$ cat src/rtl/gray_word_packer.sv
// gray_word_packer
//   Packs the grayscaler's 8-bit gray bytes into 16-bit words.
//   Words are buffered in a small word FIFO.
//   Each word is issued as an addressed write to the frame store over a
//   valid/ready handshake.
//   The grayscaler is throttled with pause while the FIFO nears full.
//   Frame completion is reported with a one-cycle PK_done pulse.
//
// Parameters
//   ADDR_W        width of wr_addr (word address)
//   BASE_ADDR     first word address of the frame
//   FRAME_PIXELS  gray bytes per frame (>= 1)
//   FIFO_DEPTH    word FIFO depth (power of 2, >= 4)
//
// Ports
//   clk        in   clock, all logic on rising edge
//   rst_n      in   asynchronous active-low reset
//   PK_enable  in   run enable; low aborts the frame and returns to IDLE
//   GS_valid   in   gray byte present on Din
//   Din        in   gray byte
//   wr_ready   in   frame store accepts the word this cycle
//   Dout       out  packed word (FIFO head, 0 when empty)
//   wr_addr    out  word address of Dout
//   PK_valid   out  Dout/wr_addr valid (FIFO not empty)
//   pause      out  ask the grayscaler to stop producing bytes
//   PK_done    out  one-cycle pulse once the whole frame has been written
//
// Build option
//   PK_MSB_FIRST_EN  defined: the 1st byte of a pair goes to Dout[15:8].
//                    An odd last byte is packed as {byte,8'h00}.
//                    undefined (default): LSB-first packing, i.e. {byte2,byte1}
//                    and {8'h00,byte}.
module gray_word_packer #(
  parameter int ADDR_W       = 18,
  parameter int BASE_ADDR    = 0,
  parameter int FRAME_PIXELS = 76800,
  parameter int FIFO_DEPTH   = 4
) (
  input  logic              clk,
  input  logic              rst_n,
  input  logic              PK_enable,
  input  logic              GS_valid,
  input  logic [7:0]        Din,
  input  logic              wr_ready,
  output logic [15:0]       Dout,
  output logic [ADDR_W-1:0] wr_addr,
  output logic              PK_valid,
  output logic              pause,
  output logic              PK_done
);

  localparam int PTR_W  = $clog2(FIFO_DEPTH);
  localparam int CNT_W  = PTR_W + 1;
  localparam int BCNT_W = $clog2(FRAME_PIXELS + 1);

  localparam logic [CNT_W-1:0]  PAUSE_LVL = CNT_W'(FIFO_DEPTH - 2);
  localparam logic [BCNT_W-1:0] LAST_IDX  = BCNT_W'(FRAME_PIXELS - 1);
  localparam logic [ADDR_W-1:0] BASE      = ADDR_W'(BASE_ADDR);

  localparam logic [1:0] IDLE  = 2'd0;
  localparam logic [1:0] PACK  = 2'd1;
  localparam logic [1:0] DRAIN = 2'd2;
  localparam logic [1:0] DONE  = 2'd3;

  logic [1:0]        state_q, state_d;
  logic [15:0]       fifo_mem [FIFO_DEPTH];
  logic [PTR_W-1:0]  wr_ptr_q, rd_ptr_q;
  logic [CNT_W-1:0]  count_q, count_d;
  logic [BCNT_W-1:0] byte_cnt_q;
  logic [7:0]        half_q;
  logic              half_valid_q;
  logic [ADDR_W-1:0] addr_q;
  logic              pause_q, pause_d;

  logic              accept;
  logic              last_byte;
  logic              push;
  logic              pop;
  logic [15:0]       push_word;

  always_comb begin
    accept    = (state_q == PACK) && GS_valid;
    last_byte = (byte_cnt_q == LAST_IDX);
    // A word is formed on the 2nd byte of a pair, or on an unpaired final byte.
    push      = accept && (half_valid_q || last_byte);
    pop       = (count_q != '0) && wr_ready;
`ifdef PK_MSB_FIRST_EN
    push_word = half_valid_q ? {half_q, Din} : {Din, 8'h00};
`else
    push_word = half_valid_q ? {Din, half_q} : {8'h00, Din};
`endif
    count_d   = count_q + CNT_W'(push) - CNT_W'(pop);

    state_d = state_q;
    case (state_q)
      IDLE:    state_d = PACK;
      PACK:    if (accept && last_byte) state_d = DRAIN;
      // Leave DRAIN on the edge that pops the last word, so PK_done shows
      // in the cycle right after the final transfer.
      DRAIN:   if (count_d == '0) state_d = DONE;
      DONE:    state_d = IDLE;
      default: state_d = IDLE;
    endcase
    if (!PK_enable) state_d = IDLE;

    // Pause is computed from post-edge occupancy.
    // The two-word headroom absorbs bytes already in flight.
    pause_d = (state_d != PACK) || (count_d >= PAUSE_LVL);
  end

  always_ff @(posedge clk or negedge rst_n) begin
    if (!rst_n) begin
      state_q      <= IDLE;
      wr_ptr_q     <= '0;
      rd_ptr_q     <= '0;
      count_q      <= '0;
      byte_cnt_q   <= '0;
      half_q       <= 8'h00;
      half_valid_q <= 1'b0;
      addr_q       <= BASE;
      pause_q      <= 1'b0;
    end else begin
      state_q <= state_d;
      pause_q <= pause_d;
      if (state_d == IDLE) begin
        // Entering or staying in IDLE covers abort and normal completion.
        // Either way the next frame starts clean at BASE.
        wr_ptr_q     <= '0;
        rd_ptr_q     <= '0;
        count_q      <= '0;
        byte_cnt_q   <= '0;
        half_valid_q <= 1'b0;
        addr_q       <= BASE;
      end else begin
        count_q <= count_d;
        if (push) wr_ptr_q <= wr_ptr_q + PTR_W'(1);
        if (pop) begin
          rd_ptr_q <= rd_ptr_q + PTR_W'(1);
          addr_q   <= addr_q + ADDR_W'(1);
        end
        if (accept) begin
          byte_cnt_q <= byte_cnt_q + BCNT_W'(1);
          if (!half_valid_q && !last_byte) begin
            half_q       <= Din;
            half_valid_q <= 1'b1;
          end else begin
            half_valid_q <= 1'b0;
          end
        end
      end
    end
  end

  // Storage carries no reset; stale entries are never visible.
  // Dout is forced to zero while the FIFO is empty.
  always_ff @(posedge clk) begin
    if (push) fifo_mem[wr_ptr_q] <= push_word;
  end

  assign PK_valid = (count_q != '0);
  assign Dout     = PK_valid ? fifo_mem[rd_ptr_q] : 16'h0000;
  assign wr_addr  = addr_q;
  assign pause    = pause_q;
  assign PK_done  = (state_q == DONE);

endmodule

$ cat config.mk
export PLATFORM = sky130hd
export DESIGN_NAME = gray_word_packer
export DESIGN_NICKNAME = d
export VERILOG_FILES = /design/src/rtl/gray_word_packer.sv
export SDC_FILE = /design/constraint.sdc
export NUM_CORES = 1
export LEC_CHECK = 0
export ABC_AREA = 1
export CELL_PAD_IN_SITES_DETAIL_PLACEMENT = 2
export CELL_PAD_IN_SITES_GLOBAL_PLACEMENT = 2
export CORE_MARGIN = 1
export CORE_UTILIZATION = 37
export CTS_BUF_LIST = sky130_fd_sc_hd__clkbuf_4 sky130_fd_sc_hd__clkbuf_8
export DETAILED_ROUTE_END_ITERATION = 8
export PLACE_DENSITY = 0.8
export SYNTH_ARGS = -nofsm -noshare
export SYNTH_HDL_FRONTEND = slang
export SYNTH_SLANG_ARGS = --single-unit
$ cat constraint.sdc
create_clock -name clk -period 3.4 [get_ports clk]
set_input_delay 1.02 -clock clk [delete_from_list [all_inputs] [get_ports clk]]
set_output_delay 1.02 -clock clk [all_outputs]
set_load 0.05 [all_outputs]
After elaboration in Yosys (flattened, before gate mapping)

Memories as Yosys holds them, arrays and structs flattened.
Cells that the tools add are included.

Memories kept: 1
Bits in latches: 0
Word-level logic and storage cells: 60
Bits in read-only memories: 0
Memory bits (writable): 64
Register bits after elaboration: 54

Equal/unequal tests: 5
Add/subtract/negate cells: 6
Shifts and indexed selects: 0
Divide/modulo/power cells: 0
Reductions and logical operators: 17
Multiply operators: 0
Magnitude comparators: 1
Bitwise operators: 1
Mux-type cells: 20

Memory list:

| name     | depth | width | rd ports | clocked after Yosys merged registers in | write ports | line | RTL |
|---|---|---|---|---|---|---|---|
| fifo_mem | 4     | 16    | 1        | 0                                       | 1           | 66   | `logic [15:0] fifo_mem [FIFO_DEPTH];` |

Operators with widths:

| kind                                                                  | number |
|---|---|
| 18-bit 2-to-1 mux                                                     | 2 |
| 17-bit 2-to-1 mux                                                     | 2 |
| 16-bit 2-to-1 mux                                                     | 2 |
| 18-bit by 1-bit adder with 18-bit output, second input constant       | 1 |
| 17-bit by 1-bit adder with 17-bit output, second input constant       | 1 |
| 17-bit == test, second input constant                                 | 1 |
| 2-bit 2-to-1 mux                                                      | 7 |
| 2-bit case mux with 4 select lines                                    | 1 |
| 2-bit nonzero test                                                    | 3 |
| 1-bit logical AND                                                     | 5 |
| 1-bit 2-to-1 mux                                                      | 5 |
| 2-bit by 1-bit adder with 2-bit output, second input constant         | 2 |
| 2-bit == test, second input constant                                  | 2 |
| 2-bit zero test                                                       | 2 |
| 3-bit by 1-bit adder with 3-bit output                                | 1 |
| 3-bit by 2-bit >= comparator with 1-bit output, second input constant | 1 |
| 3-bit zero test                                                       | 1 |
| 3-bit 2-to-1 mux                                                      | 1 |
| 3-bit AND reduction                                                   | 1 |
| 3-bit nonzero test                                                    | 1 |
| 3-bit by 1-bit subtractor with 3-bit output                           | 1 |
| 2-bit by 1-bit == test with 1-bit output, second input constant       | 1 |
| 1-bit zero test                                                       | 2 |
| 1-bit logical OR                                                      | 2 |
| 2 further kinds                                                       | 2 |

Depth between registers and ports, before layout

Gate-level depths: netlist (run 1).

Depth in word-level cells: 12
Mapped depth: 20
Depth with buffers taken out: 20

Least setup slack after synthesis (run 1)

No wires, ideal clock.

Kind: input port to flip-flop
Start: in wr_ready
End: reg pause_q, in the netlist pause
Stages: 16
Setup slack: 0.331 ns
Buffers on the path: 2
Arrival time: 2.945 ns
Data required time: 3.276 ns
Path through: inv_1 nor2_1 buf_2 buf_2 ha_1 inv_1 ha_1 inv_1 fa_1 xor2_1 inv_1 nand2_1 nand2_1 nand2_1 a21oi_1 nand2_1

Cells in the longest elaborated chain, start to end: 8
Elaborated cells between the ends (all ways): 9
Those cells by class: 1 x add/sub; 1 x order compare; 1 x eq/ne; 3 x mux; 3 x reduce/logical

Ends and longest elaborated chain:

| what                                        | line | RTL |
|---|---|---|
| start: declaration                          | 44   | `input logic wr_ready,` |
| 1-bit logical AND                           | 86   | `pop = (count_q != '0) && wr_ready;` |
| 3-bit by 1-bit subtractor with 3-bit output | 92   | `count_d = count_q + CNT_W'(push) - CNT_W'(pop);` |
| 3-bit zero test                             | 100  | `DRAIN: if (count_d == '0) state_d = DONE;` |
| 2-bit 2-to-1 mux                            | 100  |  |
| 2-bit case mux with 4 select lines          | 95   | `case (state_q)` |
| 2-bit 2-to-1 mux                            | 104  | `if (!PK_enable) state_d = IDLE;` |
| net state_d[0]                              | 65   | `logic [1:0] state_q, state_d;` |
| 2-bit by 1-bit != test with 1-bit output    | 108  | `pause_d = (state_d != PACK) \|\| (count_d >= PAUSE_LVL);` |
| 1-bit logical OR                            | 108  |  |
| net pause_d                                 | 73   | `logic pause_q, pause_d;` |
| end signal: assignment                      | 124  | `pause_q <= pause_d;` |
| end: declaration                            | 73   |  |

The timed path passes the listed nets, and every way through them passes these cells.
A chain may end at the register's enable or synchronous reset.

Worst setup path in the final report (run 1)

Start: reg rd_ptr_q[1]
End: out Dout[6]

Cells in the longest elaborated chain, start to end: 2

Ends and longest elaborated chain:

| what                     | line | RTL |
|---|---|---|
| start: declaration       | 67   | `logic [PTR_W-1:0] wr_ptr_q, rd_ptr_q;` |
| start signal: assignment | 138  | `rd_ptr_q <= rd_ptr_q + PTR_W'(1);` |
| memory read 4 x 16 bit   | -    |  |
| 16-bit 2-to-1 mux        | 161  | `assign Dout = PK_valid ? fifo_mem[rd_ptr_q] : 16'h0000;` |
| end: declaration         | 45   | `output logic [15:0] Dout,` |

No other way between the ends.

==> results of run 1 <==
-- cell families (layout without fill, tap and decap cells) --
family / Yosys count / after routing / synth area share, %
XOR/XNOR: 12 / 12 / 1.880
AO/OA/AOI/OAI: 68 / 68 / 6.671
adder cells (fa/ha/maj): 9 / 9 / 2.149
flip-flops: 118 / 118 / 58.56
buffers and inverters: 111 / 190 / 8.149
AND/OR/NAND/NOR: 293 / 293 / 22.59
-- synthesized netlist by cell type (all sizes together) --
cell type	number	area [um2]
fa	1	20.02
nor2	101	391.6
or2	6	37.53
dfrtp	54	1351
nor3	8	50.05
a31oi	1	12.51
clkinv	4	15.01
inv	86	322.8
nand3	35	197.7
nand2	125	469.2
clkbuf	11	41.29
buf	10	76.32
nand3b	3	22.52
nand4	15	93.84
o21ai	39	195.2
ha	8	100.1
edfxtp	64	1922
o211ai	2	15.01
a21oi	18	90.09
xor2	12	105.1
o21bai	4	30.03
a21o	4	30.03
-- flip-flops by register name, summed over array words and instances (netlist names) --
register and count:
wr_ptr_q 2, half_valid_q 1, count_q 3, half_q 8
wr_addr 18, pause 1, rd_ptr_q 2, byte_cnt_q 17
fifo_mem 64, state_q 2
-- metrics by stage --
| stage | setup TNS [ns] | std cells | worst slack [ns] |
|---|---|---|---|
| floorplan | 0 | 611 | 0.3307 |
| global placement | 0 | 842 | 0.01764 |
| detailed placement | -0.1650 | 842 | -0.1433 |
| CTS | 0 | 874 | 0.2115 |
| global route | 0 | 874 | 0.07193 |
| finish | 0 | 874 | 0.2584 |
-- final cells by class --
| type | count | share of cell area [%] |
|---|---|---|
| Timing Repair Buffer | 68 | 8.759 |
| Clock buffer | 22 | 4.249 |
| Tap cell | 184 | 3.444 |
| Multi-Input combinational cell | 382 | 27.96 |
| Clock inverter | 10 | 1.572 |
| Sequential cell | 118 | 48.96 |
| Inverter | 90 | 5.053 |
-- power by group --
part           internal, uW  switching, uW  total, uW
Clock                   704            566       1270
Sequential             1570           49.5       1620
Combinational           374            985       1360
Total                  2650           1600       4250
-- worst paths after layout --
path / start / end / slack, ns / cells past startpoint
min reg2reg: half_q[4] / half_q[4] / 0.48 / 2
max reg2reg: byte_cnt_q[0] / pause / 0.41 / 20
max in group asynchronous: rst_n / byte_cnt_q[16] / 1.85 / 2
min in group asynchronous: rst_n / wr_addr[7] / 0.72 / 1
max: rd_ptr_q[1] / Dout[6] / 0.26 / 5
min: half_q[4] / half_q[4] / 0.48 / 2
-- routing by layer --
layer	wire, um	GRT usage, %
met1	6470	24.26
met2	8537	41.01
met3	376	4.081
met4	291	8.034
met5	0	0
-- worst max-delay path, stage by stage, from the launching register on --
cell	delay, ns
dfrtp_1	0.36
clkinv_1	0.50
nor2_1	0.25
o21ai_0	0.11
a21oi_1	0.21
buf_4	0.24
==> metrics.csv, run 1 <==
metric,value,unit
"commonest non-fill, non-tap cell in the layout",nand2_1,
Max-Cap Viols,0,
clock skew,0.008187,ns
RSZ-0062 raised after global routing,no,
Core ar.,14640,um2
residual overflow from global routing,0,
number of iterations in the first detailed-routing pass,6,
post-route minimum period,3.142,ns
Post-DP Area,6296,um2
vias in the first global route,5034,
Worst-path clk slew,0.07,ns
Post-CTS Setup Inserts,0,
Util after Layout,45.65,%
Fill cells,1618,
worst slew pin tran,0.9539,ns
Crit path required time,2.38,ns
# clock sinks,118,
CTS root buf,clkbuf_8,
register area share after synthesis,58.56,%
die area,15600,um2
Chip Width,124.9,um
pwr/cell area,635.6,nW/um2
Total Power,4249,uW
slew margin rel.,36.41,%
initial antenna violation count,0,
I/O pin count,50,
htree depth,4,
worst vdd rail ir drop,0.0002229,V
area grow syn2layout,19.61,%
Starting Density,38.17,%
design area,6685,um2
largest fanout on the critical path,17,
CTS tree,done,
FMAX,318.3,MHz
Pleak,0.003144,uW
clock latency on the worst-skew pair,0.45,ns
post-CTS sizing,0,
DRC,12,
Final ANT Viol Nets,0,
Mapped Area,5589,um2
Hold Slack,0.4781,ns
GRT Util Overall,21.74,%
vias,4438,
CP Data Arrival Time,2.12,ns
Synth Register Bits,118,
Synthesized Nets,633,
final wirelength,15680,um
Synth Instances,611,
Final Slew Violations,0,
Register Area,3273,um2
worst-case clock buffer depth,2,
first-pass GRT wire length,26050,um
gpl congestion,0.7996,
row count,44,
Antenna diodes,0,
via density per instance,5.078,
Critical Path End Type,output port,
largest net degree at the start of global routing,39,
share of layout cells above drive strength 1,11.59,%
worst min-delay path category,reg -> reg,
synthesized area per cell,9.147,um2
cts hold-fix bufs,0,
CP startpoint kind,register,
port buffer count,49,
Starting DRT DRC Count,180,
CP Class,reg -> out,
library cells used by synthesis,32,
status,"complete, but fails checks",
violated checks,design-rule violations,
Fin. Hold Viols,0,
"Net count, final",699,
number of buffers created by CTS,17,
mean routed wirelength per cell,17.94,um
final setup fails,0,
Syn. warnings,0,
"commonest cells after routing, fill and taps aside","125 x nand2_1, 98 x nor2_1, 86 x inv_1, 64 x edfxtp_1, 54 x dfrtp_1",
multi-input logic area,1869,um2
Tcrit/Tclk final,92.40,%
Die H,124.9,um
HPWL Detailed,10800,um
Note: power is estimated with default switching activity, not from simulation.
==> inputs of run 2 (changes only) <==
--- a/config.mk
+++ b/config.mk
@@ -6,6 +6,7 @@
 export NUM_CORES = 1
 export LEC_CHECK = 0
 export ABC_AREA = 1
+export CAP_MARGIN = 0
 export CELL_PAD_IN_SITES_DETAIL_PLACEMENT = 2
 export CELL_PAD_IN_SITES_GLOBAL_PLACEMENT = 2
 export CORE_MARGIN = 1
@@ -16,3 +17,4 @@
 export SYNTH_ARGS = -nofsm -noshare
 export SYNTH_HDL_FRONTEND = slang
 export SYNTH_SLANG_ARGS = --single-unit
+export TNS_END_PERCENT = 100
==> results of run 2 <==
No change in the layout: final DEF, timing and power equal those of run 1.
==> inputs of run 3 (changes only) <==
--- a/config.mk
+++ b/config.mk
@@ -6,15 +6,15 @@
 export NUM_CORES = 1
 export LEC_CHECK = 0
 export ABC_AREA = 1
-export CAP_MARGIN = 0
 export CELL_PAD_IN_SITES_DETAIL_PLACEMENT = 2
 export CELL_PAD_IN_SITES_GLOBAL_PLACEMENT = 2
 export CORE_MARGIN = 1
 export CORE_UTILIZATION = 37
 export CTS_BUF_LIST = sky130_fd_sc_hd__clkbuf_4 sky130_fd_sc_hd__clkbuf_8
 export DETAILED_ROUTE_END_ITERATION = 8
+export MAX_ROUTING_LAYER = met4
 export PLACE_DENSITY = 0.8
 export SYNTH_ARGS = -nofsm -noshare
 export SYNTH_HDL_FRONTEND = slang
 export SYNTH_SLANG_ARGS = --single-unit
-export TNS_END_PERCENT = 100
+export TNS_END_PERCENT = 1
==> metrics.csv, run 3 (synthesis results as in run 1) <==
metric,value,unit,change
Crit path required time,2.38,ns,about the same
Total Power,4249,uW,about the same
clock skew,0.009039,ns,+0.0008518 ns
CP startpoint kind,register,,
die area,15600,um2,unchanged
initial antenna violation count,0,,unchanged
CP Data Arrival Time,2.12,ns,about the same
cts hold-fix bufs,0,,unchanged
"commonest cells after routing, fill and taps aside","125 x nand2_1, 98 x nor2_1, 86 x inv_1, 64 x edfxtp_1, 54 x dfrtp_1",,
Core ar.,14640,um2,unchanged
GRT Util Overall,22.43,%,+0.68 points
Reg with most FFs,fifo_mem,,
CP Class,reg -> out,,
met3 Resource Use GR,4.038,%,-0.043 points
Register Area,3273,um2,unchanged
r2r startpoint,byte_cnt_q[0],,
I/O pin count,50,,unchanged
port buffer count,49,,unchanged
FMAX,318.6,MHz,about the same
Pleak,0.003144,uW,unchanged
pwr/cell area,635.6,nW/um2,about the same
clock latency on the worst-skew pair,0.45,ns,about the same
CTS tree,done,,
gpl congestion,0.8111,,+1.4%
worst slew pin tran,0.9453,ns,-0.008623 ns
CTS root buf,clkbuf_8,,
via density per instance,5.049,,-0.56%
Starting Density,38.17,%,unchanged
max reg flops,64,,unchanged
Worst-path clk slew,0.07,ns,about the same
"Net count, final",699,,unchanged
flop-to-flop setup slack,0.41,ns,about the same
final wirelength,15660,um,about the same
Final ANT Viol Nets,0,,unchanged
met1 Use GR,24.23,%,-0.028 points
RSZ-0062 raised after global routing,no,,
reg2reg end,pause,,
global routing usage on met2,41.08,%,+0.066 points
worst vdd rail ir drop,0.0002228,V,about the same
vias,4413,,-0.56%
largest net degree at the start of global routing,39,,unchanged
Die H,124.9,um,unchanged
GRT busiest layer,met2,,
slew margin rel.,36.98,%,+0.57 points
hold_sp,half_q[4],,
worst-case clock buffer depth,2,,unchanged
Critical Path End Type,output port,,
htree depth,4,,unchanged
Fin. Hold Viols,0,,unchanged
post-route minimum period,3.139,ns,-0.002458 ns
post-CTS sizing,0,,unchanged
"commonest non-fill, non-tap cell in the layout",nand2_1,,
Post-CTS Setup Inserts,0,,unchanged
DRC,12,,unchanged
row count,44,,unchanged
number of buffers created by CTS,17,,unchanged
vias in the first global route,5021,,-0.26%
share of layout cells above drive strength 1,11.59,%,unchanged
worst min-delay path category,reg -> reg,,
final setup fails,0,,unchanged
Chip Width,124.9,um,unchanged
mean routed wirelength per cell,17.92,um,about the same
Hold Path Stages,2,,unchanged
FF-to-FF path depth,20,,unchanged
status,"complete, but fails checks",,
largest fanout on the critical path,17,,unchanged
number of iterations in the first detailed-routing pass,6,,unchanged
area grow syn2layout,19.61,%,unchanged
residual overflow from global routing,0,,unchanged
Starting DRT DRC Count,186,,+3.3%
Tcrit/Tclk final,92.33,%,about the same
Max-Cap Viols,0,,unchanged
# clock sinks,118,,unchanged
Fill cells,1618,,unchanged
Util after Layout,45.65,%,unchanged
Final Slew Violations,0,,unchanged
worst hold path endpoint,half_q[4],,
first-pass GRT wire length,26080,um,+0.11%
violated checks,design-rule violations,,
Antenna diodes,0,,unchanged
HPWL Detailed,10800,um,unchanged
multi-input logic area,1869,um2,unchanged
-- run 3: cell counts in the layout (fill, tap and decap cells not counted) --
Identical to the previous run, type by type.
-- run 3: where the power goes --
| group | switching, uW | total [uW] | internal, uW |
|---|---|---|---|
| logic | 985 | 1360 | 374 |
| clock network | 566 | 1270 | 704 |
| registers | 49.5 | 1620 | 1570 |
-- run 3: metrics by stage --
stage,TNS [ns],hold slack (ns),worst slack [ns],instances,cell area (um2)
final,0,0.4779,0.2608,874,6685
after global routing,0,0.5214,0.07187,874,6685
after CTS,0,0.4792,0.2115,874,6685
after detailed placement,-0.1650,0.4714,-0.1433,842,6296
after global placement,0,0.4548,0.01764,842,6296
after floorplan,0,0.4422,0.3307,611,5589
-- run 3: critical path, cell delays in order (launching register included) --
cell and delay (ns):
dfrtp_1 0.36, clkinv_1 0.50, nor2_1 0.25, o21ai_0 0.11, a21oi_1 0.21, buf_4 0.24
-- run 3: worst max path at each step --
stage | endpoint | cells after the start | slack, ns | startpoint
floorplan | pause | 16 | 0.33 | wr_ready
global placement | pause | 16 | 0.02 | GS_valid
detailed placement | pause | 16 | -0.14 | GS_valid
CTS | Dout[6] | 5 | 0.21 | rd_ptr_q[1]
global route | Dout[1] | 5 | 0.07 | rd_ptr_q[1]
finish | Dout[6] | 5 | 0.26 | rd_ptr_q[1]
-- run 3: layout make-up --
type | instances | area share [%]
sequential | 118 | 48.96
multi-input combinational | 382 | 27.96
timing repair buffer | 68 | 8.759
inverter | 90 | 5.053
clock buffer | 22 | 4.249
tap | 184 | 3.444
clock inverter | 10 | 1.572
-- run 3: per-layer routing --
layer / routed length, um / vias up
met3: 418 / 25
met4: 290 / 0
met1: 6384 / 2228
met5: 0 / -
li1: - / 2089
met2: 8567 / 71
